## config.mk

```make
export PLATFORM = sky130hd
export DESIGN_NAME = nlfsr_seq_ctrl
export DESIGN_NICKNAME = d
export VERILOG_FILES = /design/src/rtl/nlfsr_seq_ctrl_pkg.sv /design/src/rtl/nlfsr_bit_packer.sv /design/src/rtl/nlfsr_seq_ctrl.sv
export SDC_FILE = /design/constraint.sdc
export NUM_CORES = 1
export LEC_CHECK = 0
export BUFFER_PORTS_ARGS = -buffer_cell sky130_fd_sc_hd__buf_4
export CORE_MARGIN = 2
export CORE_UTILIZATION = 40
export CTS_CLUSTER_SIZE = 16
export DETAILED_ROUTE_END_ITERATION = 12
export PLACE_DENSITY = 0.61
export SYNTH_ARGS = -nofsm -noshare
export SYNTH_HDL_FRONTEND = slang
export SYNTH_HIERARCHICAL = 1
export SYNTH_SLANG_ARGS = --single-unit
```

## constraint.sdc

```tcl
create_clock -name clk -period 2.84 [get_ports clk]
set_input_delay 0.284 -clock clk [delete_from_list [all_inputs] [get_ports clk]]
set_output_delay 0.284 -clock clk [all_outputs]
set_load 0.01 [all_outputs]
```

## src/rtl/nlfsr_seq_ctrl_pkg.sv

```systemverilog
// Shared types and defaults for the NLFSR seeding / random-word controller.
package nlfsr_seq_ctrl_pkg;

  typedef enum logic [2:0] {
    S_IDLE,
    S_INIT,
    S_LOAD,
    S_WARMUP,
    S_RUN
  } state_t;

  // Key / seed / NLFSR3 load word.
  typedef logic [4:0] word_t;

  localparam int DEF_SEED_WORDS    = 8;
  localparam int DEF_INIT_CYCLES   = 4;
  localparam int DEF_WARMUP_CYCLES = 64;
  localparam int DEF_OUT_W         = 8;

  // Counter width able to hold 0..n-1 (at least one bit).
  function automatic int cnt_width(input int n);
    return (n > 1) ? $clog2(n) : 1;
  endfunction

  function automatic int max2(input int a, input int b);
    return (a > b) ? a : b;
  endfunction

endpackage

```

## src/rtl/nlfsr_bit_packer.sv

```systemverilog
// Collects mixed NLFSR bits LSB first into OUT_W-bit words and presents them
// through a valid/ready stage that stalls the NLFSRs while a word is pending.
module nlfsr_bit_packer
  import nlfsr_seq_ctrl_pkg::*;
#(
  parameter int OUT_W = DEF_OUT_W
) (
  input  logic             clk,
  input  logic             rst,
  input  logic             clr,
  input  logic             en,
  input  logic             bit_in,
  input  logic             rnd_ready,
  output logic             shift_ok,
  output logic [OUT_W-1:0] rnd_data,
  output logic             rnd_valid
);

  localparam int BW = cnt_width(OUT_W);

  logic [OUT_W-1:0] shift_reg;
  logic [BW-1:0]    bit_cnt;
  logic             shift_en;
  logic             word_done;
  logic             handshake;
  logic [OUT_W-1:0] shifted;

  // The generator may advance unless a finished word is waiting on the consumer;
  // on the handshake cycle itself it keeps running, so no bubble is inserted.
  assign shift_ok  = !(rnd_valid && !rnd_ready);
  assign shift_en  = en && shift_ok;
  assign word_done = shift_en && (bit_cnt == BW'(OUT_W - 1));
  assign handshake = rnd_valid && rnd_ready;
  assign shifted   = {bit_in, shift_reg[OUT_W-1:1]};

  // Shift register, bit counter and output word/valid register.
  always_ff @(posedge clk or posedge rst) begin
    if (rst) begin
      shift_reg <= '0;
      bit_cnt   <= '0;
      rnd_data  <= '0;
      rnd_valid <= 1'b0;
    end else if (clr) begin
      shift_reg <= '0;
      bit_cnt   <= '0;
      rnd_valid <= 1'b0;
    end else begin
      if (shift_en) begin
        shift_reg <= shifted;
        bit_cnt   <= word_done ? '0 : bit_cnt + BW'(1);
      end
      if (word_done) begin
        rnd_data  <= shifted;
        rnd_valid <= 1'b1;
      end else if (handshake) begin
        rnd_valid <= 1'b0;
      end
    end
  end

endmodule

```

## src/rtl/nlfsr_seq_ctrl.sv

```systemverilog
// Sequencer for three NLFSRs: captures the key, runs the init phase, streams
// seed words into the registers, discards a warm-up run, then packs the XOR
// of the three NLFSR outputs into random words with backpressure.
module nlfsr_seq_ctrl
  import nlfsr_seq_ctrl_pkg::*;
#(
  parameter int SEED_WORDS    = DEF_SEED_WORDS,
  parameter int INIT_CYCLES   = DEF_INIT_CYCLES,
  parameter int WARMUP_CYCLES = DEF_WARMUP_CYCLES,
  parameter int OUT_W         = DEF_OUT_W
) (
  input  logic             clk,
  input  logic             rst,
  input  logic             start,
  input  logic             stop,
  input  word_t            tk_in,
  input  logic             seed_valid,
  input  word_t            seed_data,
  output logic             seed_ready,
  output logic             nlfsr_init,
  output logic             nlfsr_load,
  output logic             nlfsr_ce,
  output logic             d1,
  output logic             d2,
  output word_t            d3,
  output word_t            tk,
  input  logic             a0,
  input  logic             b0,
  input  logic             o_warbler,
  output logic [OUT_W-1:0] rnd_data,
  output logic             rnd_valid,
  input  logic             rnd_ready,
  output logic             busy
);

  localparam int CYC_MAX = max2(INIT_CYCLES, WARMUP_CYCLES);
  localparam int CW      = cnt_width(CYC_MAX);
  localparam int SW      = cnt_width(SEED_WORDS);

  state_t        state, state_next;
  logic [CW-1:0] cyc_cnt, cyc_next;
  logic [SW-1:0] seed_cnt, seed_next;
  logic          seed_hs;
  logic          run_state;
  logic          mix_bit;
  logic          shift_ok;

  assign seed_hs   = (state == S_LOAD) && seed_valid;
  assign run_state = (state == S_RUN);
  assign mix_bit   = a0 ^ b0 ^ o_warbler;
  assign busy      = (state != S_IDLE);

  // State and counter registers.
  always_ff @(posedge clk or posedge rst) begin
    if (rst) begin
      state    <= S_IDLE;
      cyc_cnt  <= '0;
      seed_cnt <= '0;
    end else begin
      state    <= state_next;
      cyc_cnt  <= cyc_next;
      seed_cnt <= seed_next;
    end
  end

  // Key capture on an accepted start; a simultaneous stop cancels the start.
  always_ff @(posedge clk or posedge rst) begin
    if (rst) begin
      tk <= '0;
    end else if ((state == S_IDLE) && start && !stop) begin
      tk <= tk_in;
    end
  end

  // Next-state logic; counters restart from zero on every state entry.
  always_comb begin
    state_next = state;
    cyc_next   = cyc_cnt;
    seed_next  = seed_cnt;
    if (stop) begin
      state_next = S_IDLE;
      cyc_next   = '0;
      seed_next  = '0;
    end else begin
      case (state)
        S_IDLE: begin
          if (start) begin
            state_next = S_INIT;
            cyc_next   = '0;
          end
        end
        S_INIT: begin
          if (cyc_cnt == CW'(INIT_CYCLES - 1)) begin
            state_next = S_LOAD;
            cyc_next   = '0;
            seed_next  = '0;
          end else begin
            cyc_next = cyc_cnt + CW'(1);
          end
        end
        S_LOAD: begin
          if (seed_hs) begin
            if (seed_cnt == SW'(SEED_WORDS - 1)) begin
              state_next = S_WARMUP;
              seed_next  = '0;
              cyc_next   = '0;
            end else begin
              seed_next = seed_cnt + SW'(1);
            end
          end
        end
        S_WARMUP: begin
          if (cyc_cnt == CW'(WARMUP_CYCLES - 1)) begin
            state_next = S_RUN;
            cyc_next   = '0;
          end else begin
            cyc_next = cyc_cnt + CW'(1);
          end
        end
        S_RUN: begin
          state_next = S_RUN;
        end
        default: begin
          state_next = S_IDLE;
          cyc_next   = '0;
          seed_next  = '0;
        end
      endcase
    end
  end

  // NLFSR control outputs decoded from state; load data only on a seed handshake.
  always_comb begin
    seed_ready = 1'b0;
    nlfsr_init = 1'b0;
    nlfsr_load = 1'b0;
    nlfsr_ce   = 1'b0;
    d1         = 1'b0;
    d2         = 1'b0;
    d3         = '0;
    case (state)
      S_INIT: begin
        nlfsr_init = 1'b1;
        nlfsr_ce   = 1'b1;
      end
      S_LOAD: begin
        seed_ready = 1'b1;
        if (seed_valid) begin
          nlfsr_load = 1'b1;
          nlfsr_ce   = 1'b1;
          d1         = seed_data[0];
          d2         = seed_data[1];
          d3         = seed_data;
        end
      end
      S_WARMUP: begin
        nlfsr_ce = 1'b1;
      end
      S_RUN: begin
        nlfsr_ce = shift_ok;
      end
      default: begin
        nlfsr_ce = 1'b0;
      end
    endcase
  end

  nlfsr_bit_packer #(
    .OUT_W(OUT_W)
  ) u_packer (
    .clk      (clk),
    .rst      (rst),
    .clr      (stop),
    .en       (run_state),
    .bit_in   (mix_bit),
    .rnd_ready(rnd_ready),
    .shift_ok (shift_ok),
    .rnd_data (rnd_data),
    .rnd_valid(rnd_valid)
  );

endmodule
```

### Word-level counts from Yosys, hierarchy flattened

Cells that the tools add are included.
Widths: inputs -> output; s select.

* word-level logic and storage cells: 87
* bits in latches: 0
* output and inout port bits: 26
* memory bits (writable): 0
* memories: 0
* input bits: 19
* register bits: 37
* bits in read-only memories: 0

* multipliers: 0
* bitwise gates (word level): 3
* mux-type cells: 38
* $add $sub $neg: 3
* divide/modulo/power cells: 0
* magnitude comparators: 0
* shift operators: 0
* reductions and logical operators: 20
* eq/ne operators: 15

Operators by type and width (count)
* $mux 3: 13
* $mux 6: 6
* $pmux 6 s5: 1
* $mux 8: 2
* $pmux 3 s5: 1
* $ne 3x3->1 const B: 4
* $mux 1: 11
* $mux 5: 2
* $eq 3x3->1 const B: 3
* $pmux 3 s3: 1
* $logic_and 1x1->1: 7
* $add 3x1->3 const B: 2
* $add 6x1->6 const B: 1
* $eq 3x2->1 const B: 2
* $eq 6x2->1 const B: 1
* $eq 6x6->1 const B: 1
* $reduce_bool 3->1: 2
* $reduce_and 5->1: 1
* $reduce_and 4->1: 1
* $eq 3x1->1 const B: 1
* $logic_not 1->1: 3
* $logic_not 3->1: 1
* $ne 3x2->1 const B: 1
* $pmux 1 s3: 1
* 9 further kinds: 10

### Logic depth before layout (Yosys ltp)

Gate-level depths: netlist of run 1.

* depth after elaboration: 8
* gate-level depth with buffers: 7
* depth with buffers taken out: 6

### Hierarchy

The synthesis of run 1 kept the hierarchy.

By module, submodules not included
* nlfsr_seq_ctrl: area an instance 1034.7 um^2, times used 1, sequential area each 425.4 um^2, cells an instance 107
* nlfsr_bit_packer: area an instance 788.3 um^2, times used 1, sequential area each 475.5 um^2, cells an instance 52

### Least setup slack after synthesis of run 1

OpenSTA, ideal clock, no wires.

* path type: flip-flop to flip-flop
* from: register state[2]
* to: register u_packer.rnd_data[0]
* setup time: 0.125 ns
* arrival time: 1.946 ns
* cell stages (with the launch flop): 8
* path slack: 0.769 ns
* data required time: 2.715 ns
* path buffers: 2
* clock period less this slack: 2.071 ns
* cells stage by stage: dfrtp_1 > clkbuf_1 > inv_1 > nor3_1 > nand2b_4 > or3_1 > buf_6 > mux2_4

* longest elaborated chain between the ends: 4

Ends and longest elaborated chain
* start: declaration: RTL line nlfsr_seq_ctrl.sv:40 `state_t state, state_next;`
* start signal: assignment: RTL line nlfsr_seq_ctrl.sv:60 `state <= state_next;`
* $eq 3x3->1: RTL line nlfsr_seq_ctrl.sv:49 `assign run_state = (state == S_RUN);`
* named net run_state: RTL line nlfsr_seq_ctrl.sv:44 `logic run_state;`
* $logic_and 1x1->1: RTL line nlfsr_bit_packer.sv:31 `assign shift_en = en && shift_ok;`
* $logic_and 1x1->1: RTL line nlfsr_bit_packer.sv:32 `assign word_done = shift_en && (bit_cnt == BW'(OUT_W - 1));`
* $reduce_and 2->1 (no line)
* end signal: assignment: RTL line nlfsr_bit_packer.sv:53 `rnd_data <= shifted;`
* end: declaration: RTL line nlfsr_bit_packer.sv:15 `output logic [OUT_W-1:0] rnd_data,`

The timed path passes the listed nets, and every way through them passes these cells.
A chain may end at the register's enable or synchronous reset.

### Worst setup path in the final report of run 1

* from: register state[2]
* to: register u_packer.rnd_data[3]

Same word-level chain as after synthesis.

==> flow_summary.json, run 1 <==
{
  "dpl_worst_slack_ns": 0.8038,
  "slew_headroom_pct": 54.71,
  "layout_common_cells": "45 x buf_4, 36 x dfrtp_1, 8 x inv_1, 8 x mux2_4, 8 x a22o_1",
  "grt_use_total_pct": 16.43,
  "tightestPinTransition_ns": 0.6786,
  "critPathBufInv": 2,
  "hold_buffers": 0,
  "synthFlopType": "dfrtp_1",
  "synth_seq_cells": 36,
  "grt_setup_unrepaired": "no",
  "coreArea_sq_um": 4384,
  "hp-class": "in -> async",
  "p_per_area_nw_per_um2": 468.7,
  "hold_viol": 0,
  "start_util_pct": 41.58,
  "via_per_inst": 5.525,
  "antenna_cells": 0,
  "grt_overflow": 0,
  "cp_cell_sequence": "inv_1 -> nor3_1 -> buf_4 -> nand2b_4 -> or3_1 -> mux2_4",
  "dieArea_sq_um": 5114,
  "hold_ws_ns": 0.1085,
  "cts_buffer_depth": 2,
  "tns_ns": 0,
  "reg2reg_from": "state[2]",
  "cp-start-kind": "register",
  "total_power_mw": 1.063,
  "setup_slack_ns": 0.8057,
  "crit_start": "state[2]",
  "ios": 45,
  "drt_iter0_markers": 63,
  "place_congestion": 0.9308,
  "via_count": 1409,
  "skew_ns": 0.003699,
  "avgSynthCellArea_sq_um": 11.47,
  "wl_per_cell_um": 15.16,
  "rows": 24,
  "cts.clk_slew.worst_paths_ns": 0.07,
  "insertion_delay_ns": 0.29,
  "multi_input_area_sq_um": 840.8,
  "required_ns": 3.01,
  "die_h_um": 71.51,
  "arrival_ns": 2.20,
  "dp.cells": 247,
  "dp_hpwl_um": 2945,
  "final_antenna_net_count": 0,
  "worstSetupPathType": "reg -> reg",
  "critPathMaxFanout": 9,
  "io_buffers": 44,
  "maxSlewViolCount": 0,
  "finalSetupViolCount": 0,
  "cts_buffers": 5,
  "synth_nets": 183,
  "synthesis.area_sq_um": 1823,
  "fmax_ghz": 0.4916,
  "postLayoutCoreUtil_pct": 51.74,
  "synth_edf_count": 0,
  "regArea_sq_um": 900.9,
  "cts_tree": "done",
  "cts_resized": 0,
  "grt_max_degree": 20,
  "clockRootBuffer": "clkbuf_8",
  "fp.dieW_um": 71.51,
  "clock-sinks": 36,
  "fin_crit_sh_pct": 71.63,
  "syn_inst": 159,
  "final_common_cell": "buf_4",
  "drc": 0,
  "area_growth_pct": 24.43,
  "nNetsFinal": 226,
  "drv_cap": 0,
  "fin_area_sq_um": 2268,
  "postCtsSetupBuffers": 0,
  "status": "finished clean",
  "cp_top_family": "simple AND/OR/NAND/NOR gates",
  "synth.distinct_cells": 46,
  "largest_reg_flops": 8,
  "slowest_delay_ns": 0.54,
  "grt_pass1_wl_um": 6541,
  "ir_drop_v": 0.0002864,
  "crit_slowest_cell": "or3_1",
  "drtPass1Iterations": 4,
  "async_reset_ff_share_pct": 100.0,
  "worstSetupEndpointType": "register",
  "ys_warn_count": 6,
  "drive_gt1_share_pct": 37.93,
  "finalNonFillerCells": 255,
  "grt_pass1_vias": 1452,
  "timing.final.crit_period_ns": 2.034,
  "placed_cell_area_sq_um": 2175,
  "leakage_nw": 1.157,
  "htreeDepth": 2,
  "fillers": 379,
  "yosysSeqAreaShare_pct": 49.42,
  "antenna_found_initial": 0,
  "wirelength_um": 3867
}
kinds of logic (layout without fill, tap and decap cells):
group	Yosys count	after routing	synth area share (%)
AOI/OAI and AO/OA	36	36	14.48
xor gates and xnor gates	4	4	1.922
adders and majority gates	5	5	3.432
buffers and inverters	17	61	4.461
DFF	36	36	49.42
muxes	15	15	10.84
and+or+nand+nor	46	46	15.44
cells in the mapped netlist, drive strengths merged (3+ instances only):
master	instances	area, sq um
dfrtp	36	900.9
mux2	14	187.7
a22o	9	80.08
a21oi	8	43.79
inv	8	30.03
nor3	8	45.04
o21ai	8	43.79
nand2	7	26.28
and3	6	37.54
buf	5	36.28
ha	5	62.56
nor2	5	35.03
clkbuf	4	15.01
nand3	4	20.02
nand4	3	18.77
nor2b	3	18.77
area by class of cell:
type                       count  share of cell area (%)
inverter                       8                   1.324
clock inverter                 1                  0.3309
multi-input combinational    106                   37.07
clock buffer                   7                   3.806
sequential                    36                   39.71
timing repair buffer          45                   14.89
tap                           52                   2.868
worst register-to-register path, delay by kind of cell, from the launching register on:
family / cells / cell delay (ns)
buffers and inverters: 2 / 0.30
DFF: 1 / 0.49
muxes: 1 / 0.39
and+or+nand+nor: 3 / 0.74
layer usage:
layer	vias up	wire (um)	global-route usage, %
met4	0	82	8.176
met3	10	204	4.219
li1	664	-	-
met5	-	0	0
met1	696	1601	19.26
met2	39	1978	27.88
worst paths after layout:
path,endpoint,slack (ns),cells past startpoint
max in group asynchronous,seed_cnt[1],2.30,2
min in group clk,tk[1],0.23,2
max,u_packer/rnd_data[3],0.81,6
max reg2reg,u_packer/rnd_data[3],0.81,6
min reg2reg,u_packer/bit_cnt[2],0.51,1
min,u_packer/shift_reg[1],0.11,2
power breakdown:
| group | internal [mW] | total, mW | switching, mW | leakage [nW] |
|---|---|---|---|---|
| Sequential | 0.532 | 0.546 | 0.0138 | 0.490 |
| Combinational | 0.0719 | 0.142 | 0.0697 | 0.623 |
| Clock | 0.197 | 0.376 | 0.179 | 0.0445 |
| Total | 0.801 | 1.06 | 0.262 | 1.16 |
(Power assumes the default switching activity.)
==> run 2, diff against run 1 <==
Settings changed: ABC_AREA set to 1, PLACE_DENSITY 0.61 to 0.62.
Clock period 2.84 ns to 1.8 ns, I/O delays scaled along.
==> run 2 against run 1 <==
  * Final cell count is 49% higher
  * Via count is 28% higher
  * The flow now finishes with violations (negative hold slack)
  * Clock skew is 0.0027 ns higher
  * Clock-buffer cell count is 2 lower
  * Register-to-register slack worse by 0.61 ns
  * Core utilization is 0.95 points lower
  * Highest routed layer unchanged
==> flow_summary.json, run 2 <==
{
  "start_util_pct": 41.25,
  "synth.distinct_cells": 31,
  "grt_setup_unrepaired": "no",
  "nNetsFinal": 332,
  "drtPass1Iterations": 7,
  "dp_hpwl_um": 3296,
  "via_count": 1809,
  "antenna_cells": 0,
  "syn_inst": 263,
  "clock-sinks": 36,
  "fmax_ghz": 0.5871,
  "tns_ns": 0,
  "ff2ff_path_depth": 7,
  "drc": 0,
  "skew_ns": 0.006427,
  "synthesis.area_sq_um": 2093,
  "antenna_found_initial": 0,
  "avgSynthCellArea_sq_um": 7.959,
  "ios": 45,
  "cp_cell_sequence": "nor2_2 -> nand2_2 -> nor2_1 -> nand3b_1 -> buf_4",
  "cts.clk_slew.worst_paths_ns": 0.08,
  "insertion_delay_ns": 0.29,
  "cp_top_family": "simple AND/OR/NAND/NOR gates",
  "grt_use_total_pct": 16.04,
  "grt_overflow": 0,
  "synth_seq_cells": 36,
  "yosysMostFrequentCell": "nand2_1",
  "htreeDepth": 2,
  "dieArea_sq_um": 5828,
  "synth_commonest_cells": "94 x nand2_1, 36 x dfrtp_1, 25 x inv_1",
  "synthFlopType": "dfrtp_1",
  "rows": 26,
  "drive_gt1_share_pct": 29.77,
  "ys_warn_count": 6,
  "via_per_inst": 4.773,
  "critPathBufInv": 1,
  "final_antenna_net_count": 0,
  "io_buffers": 44,
  "wl_per_cell_um": 11.47,
  "worstSetupEndpointType": "output port",
  "grt_pass1_vias": 1639,
  "die_h_um": 76.34,
  "drt_iter0_markers": 104,
  "coreArea_sq_um": 5075,
  "ir_drop_v": 0.0006471,
  "r2r-end": "u_packer/shift_reg[2]",
  "fp.dieW_um": 76.34,
  "cts_buffers": 5,
  "hp-class": "in -> async",
  "clockRootBuffer": "clkbuf_8",
  "tightestPinTransition_ns": 0.6832,
  "final_common_cell": "nand2_1",
  "hold_viol": 27,
  "arrival_ns": 1.52,
  "violations": "negative hold slack",
  "rrSetupSlack_ns": 0.20,
  "p_per_area_nw_per_um2": 1018,
  "layout_common_cells": "93 x nand2_1, 44 x buf_4, 36 x dfrtp_1",
  "leakage_nw": 1.469,
  "maxSlewViolCount": 0,
  "grt_pass1_wl_um": 7534,
  "grt_max_degree": 20,
  "cts_buffer_depth": 2,
  "cp-start-kind": "register",
  "fin_crit_sh_pct": 94.62,
  "cts_tree": "done",
  "crit_slowest_cell": "dfrtp_1",
  "critPathMaxFanout": 7,
  "area_growth_pct": 23.13,
  "timing.final.crit_period_ns": 1.703,
  "largest_reg_flops": 8,
  "slowest_delay_ns": 0.47,
  "status": "complete, but fails checks",
  "async_reset_ff_share_pct": 100.0,
  "netlist_top_cells_area": "dfrtp_1 43%, nand2_1 17%, inv_1 4.5%, nand4_1 4.5%, ha_1 3.0%",
  "slew_headroom_pct": 54.40,
  "synth_top_cell_area_share_pct": 43.04,
  "required_ns": 1.62,
  "place_congestion": 0.8082,
  "finalSetupViolCount": 0,
  "synth_edf_count": 0,
  "worstSetupPathType": "reg -> out",
  "hold_ws_ns": -0.006048,
  "reg2reg_from": "state[1]",
  "yosys.area.top_type": "dfrtp_1",
  "synth_nets": 287,
  "wirelength_um": 4348,
  "yosysSeqAreaShare_pct": 43.04,
  "drv_cap": 0
}
[run 2: changes by cell type after synthesis, moves of 6 or more]
| cell | before | now |
|---|---|---|
| a22o_1 | 8 | 0 |
| and3_1 | 6 | 0 |
| inv_1 | 8 | 25 |
| inv_2 | 0 | 7 |
| mux2_2 | 6 | 0 |
| mux2_4 | 8 | 0 |
| nand2_1 | 7 | 94 |
| nand2_2 | 0 | 7 |
| nand3_2 | 0 | 6 |
| nand4_1 | 3 | 15 |
| nor2_1 | 4 | 14 |
| nor2_2 | 0 | 6 |
| nor3_1 | 7 | 1 |
[run 2: layout make-up]
class	count	area, sq um
Inverter	32	120.1
Clock inverter	3	42.54
Fill cell	519	2497
Clock buffer	5	68.82
Multi-Input combinational cell	189	1027
Tap cell	70	87.58
Timing Repair Buffer	44	330.3
Sequential cell	36	900.9
[run 2: worst max path at each step]
stage | slack, ns | cells past startpoint | to | start
after detailed placement | 0.22 | 7 | u_packer/bit_cnt[2] | state[0]
after CTS | 0.004 | 5 | nlfsr_ce | state[0]
after global placement | 0.25 | 7 | u_packer/bit_cnt[2] | state[0]
after floorplan | 0.36 | 7 | u_packer/bit_cnt[2] | state[0]
final | 0.1 | 5 | nlfsr_ce | state[0]
after global routing | 0.006 | 5 | nlfsr_ce | state[0]
[run 2: power breakdown]
| group | switching (mW) | internal, mW | total (mW) |
|---|---|---|---|
| combinational | 0.529 | 0.375 | 0.904 |
| clock | 0.304 | 0.410 | 0.714 |
| sequential | 0.101 | 0.905 | 1.01 |
[run 2: through the flow]
| step | cell area [sq um] | total power, mW | utilization, % | instances | worst slack, ns |
|---|---|---|---|---|---|
| 2_1_floorplan | 2093 | 1.596 | - | 263 | 0.3555 |
| 3_3_place_gp | 2464 | 1.927 | 48.55 | 371 | 0.2522 |
| 3_5_place_dp | 2464 | 1.931 | 48.55 | 371 | 0.2168 |
| 4_1_cts | 2575 | 2.656 | 50.74 | 379 | 0.004184 |
| 5_1_grt | 2577 | 2.802 | 50.79 | 379 | 0.005802 |
| 6_report | 2577 | 2.623 | 50.79 | 379 | 0.09677 |
[run 2: repair_timing]
action                                  in CTS  in global routing
hold buffers                                 0                  0
buffers inserted                             0                  0
resized for setup                            0                  1
endpoints found under the setup margin       0                  5
[run 2: worst register-to-register path, delay by kind of cell, from the launching register on]
family,cells,cell delay [ns]
compound gates,1,0.25
simple gates,5,0.72
flops,1,0.46
buf+inv,1,0.08
[run 2: layer usage]
metal,part of all wire (%),vias up,global-route usage (%)
li1,-,928,-
met3,6.2,7,4.384
met2,43,44,24.07
met5,0,-,0
met1,49,830,21.95
met4,1.7,0,6.545
[run 2: cell families after synthesis]
group | count (synthesis) | synth area share (%)
xor+xnor | 4 | 1.674
compound gates | 18 | 5.380
buf+inv | 38 | 8.010
flops | 36 | 43.04
fa+ha+maj | 5 | 2.989
simple gates | 162 | 38.91
==> run 3, diff against run 2 <==
Settings changed: SLEW_MARGIN set to 0.
Clock period 1.8 ns to 1.5 ns, I/O delays scaled along.
==> run 3 against run 2 <==
  * The flow finishes with violations (negative setup slack)
  * Non-clock buffer count increased by 15
  * Wire length increased by 2.6%
  * Design area increased by 5.7%
  * Combinational power grew 46%
  * Setup slack got worse by 0.13 ns
  * Clock-buffer cell count is the same
  * Critical path type unchanged
  * Critical endpoint unchanged
==> flow_summary.json, run 3 (same netlist as run 2, synthesis figures left out) <==
{
  "finalSetupViolCount": 1,
  "critPathBufInv": 2,
  "cts_tree": "done",
  "regArea_sq_um": 902.1,
  "slowest_delay_ns": 0.40,
  "grt_use_total_pct": 16.42,
  "multi_input_area_sq_um": 1070,
  "insertion_delay_ns": 0.29,
  "met1_length_um": 2124,
  "wirelength_um": 4459,
  "violations": "negative setup slack",
  "placed_cell_area_sq_um": 2509,
  "worstSetupEndpointType": "output port",
  "cts.clk_slew.worst_paths_ns": 0.07,
  "die_h_um": 76.34,
  "antenna_cells": 0,
  "drv_cap": 0,
  "ios": 45,
  "coreArea_sq_um": 5075,
  "drc": 0,
  "fin_area_sq_um": 2725,
  "drtPass1Iterations": 4,
  "skew_ns": 0.006162,
  "cts_buffers": 5,
  "slew_headroom_pct": 55.85,
  "fmax_ghz": 0.6540,
  "final_antenna_net_count": 0,
  "hold_ws_ns": 0.1022,
  "dieArea_sq_um": 5828,
  "dr_wl_met3_um": 311,
  "antenna_found_initial": 0,
  "grt_pass1_wl_um": 7817,
  "start_util_pct": 41.25,
  "p_sw_share_pct": 37.64,
  "wl_met2_um": 1957,
  "required_ns": 1.35,
  "drt_iter0_markers": 124,
  "setup_slack_ns": -0.02907,
  "clock-sinks": 36,
  "dp_hpwl_um": 3268,
  "arrival_ns": 1.38,
  "leakage_nw": 1.517,
  "hp-class": "in -> reg",
  "cts_buffer_depth": 2,
  "critPathMaxFanout": 3,
  "grt_max_degree": 20,
  "maxSlewViolCount": 0,
  "io_buffers": 44,
  "rows": 26,
  "wl_per_cell_um": 11.32,
  "routed.top_layer": "met4",
  "cp_top_family": "simple AND/OR/NAND/NOR gates",
  "fp.dieW_um": 76.34,
  "hold_viol": 0,
  "grt_overflow": 0,
  "via_count": 1838,
  "largest_reg_flops": 8,
  "final_common_cell": "nand2_1",
  "cp_cell_sequence": "or2_4 -> nor2_8 -> buf_6 -> nand2_2 -> nand3b_1 -> buf_4",
  "clockRootBuffer": "clkbuf_8",
  "grt_setup_unrepaired": "yes",
  "timing.final.crit_period_ns": 1.529,
  "pwr-share-seq_pct": 36.7,
  "place_congestion": 0.8429,
  "fin_crit_sh_pct": 101.9,
  "worstSetupPathType": "reg -> out",
  "nNetsFinal": 347,
  "pwr-share-comb_pct": 41.6,
  "drive_gt1_share_pct": 35.49,
  "grt_pass1_vias": 1722,
  "cp-start-kind": "register",
  "finalNonFillerCells": 394,
  "power_frac_clock_pct": 21.7,
  "fillers": 509,
  "p_per_area_nw_per_um2": 1167,
  "layout_common_cells": "91 x nand2_1, 56 x buf_4, 35 x dfrtp_1",
  "crit_slowest_cell": "dfrtp_1",
  "internal_power_mw": 1.983,
  "tightestPinTransition_ns": 0.6615,
  "htreeDepth": 2,
  "status": "complete, but fails checks",
  "area_growth_pct": 30.19,
  "via_per_inst": 4.665,
  "ir_drop_v": 0.0008281,
  "power.switching_mw": 1.197,
  "dp.cells": 377
}
## run 3: changes by cell type in the layout (fill, tap and decap cells not counted), sizes merged
cell         change
buf             +14
clkinv           +2
dlygate4sd3      +1
clkinvlp         -1
bufinv           -1
## run 3: timing repair
item	4_1_cts	5_1_grt
endpoints found under the hold margin	36	0
pin swaps	3	5
gates resized for setup	8	10
hold buffers	1	0
setup endpoints to repair	11	28
buffers inserted	3	5
## run 3: path summary, 6_finish.rpt
path	from	endpoint	slack, ns	depth (start not counted)
hold reg to reg	u_packer/rnd_data[6]	u_packer/rnd_data[6]	0.48	2
setup reg to reg	state[0]	u_packer/rnd_data[5]	0.09	7
hold / removal	tk_in[2]	tk[2]	0.10	3
max in group asynchronous	rst	state[2]	0.51	3
min in group asynchronous	rst	u_packer/bit_cnt[0]	0.45	4
setup / recovery	state[0]	nlfsr_ce	-0.03	6
## run 3: layer usage
metal	GRT usage, %	up-vias
li1	-	952
met1	21.93	818
met2	25.40	62
met3	4.739	6
met4	6.000	0
met5	0	-
## run 3: power by group through the flow
stage	sequential [mW]	clock, mW	combinational, mW
CTS	1.16	0.721	1.26
global route	1.18	0.755	1.46
finish	1.17	0.689	1.32
floorplan	1.23	0	0.681
detailed placement	1.18	0	1.19
global placement	1.18	0	1.18
## run 3: worst reg2reg max path, delay by kind of cell, from the launching register on
family | cells | cell delay, ns
AO/OA/AOI/OAI | 1 | 0.21
buffers and inverters | 2 | 0.23
flip-flops | 1 | 0.40
AND/OR/NAND/NOR | 4 | 0.51
## run 3: layout make-up
cell class | instances | share of cell area, %
inverters | 32 | 4.591
well taps | 70 | 3.214
clock buffers | 5 | 2.525
flip-flops and latches | 36 | 33.10
clock inverters | 3 | 0.6887
repair buffers | 59 | 16.62
multi-input cells | 189 | 39.26
## run 3: per-stage QoR
step	utilization (%)	setup WS (ns)	TNS (ns)	power, mW
after floorplan	-	0.05545	0	1.915
after global placement	49.43	0.05646	0	2.363
after detailed placement	49.43	0.03639	0	2.371
after CTS	52.24	-0.06488	-0.06488	3.148
after global routing	53.70	-0.08213	-0.2496	3.396
final	53.70	-0.02907	-0.02907	3.180
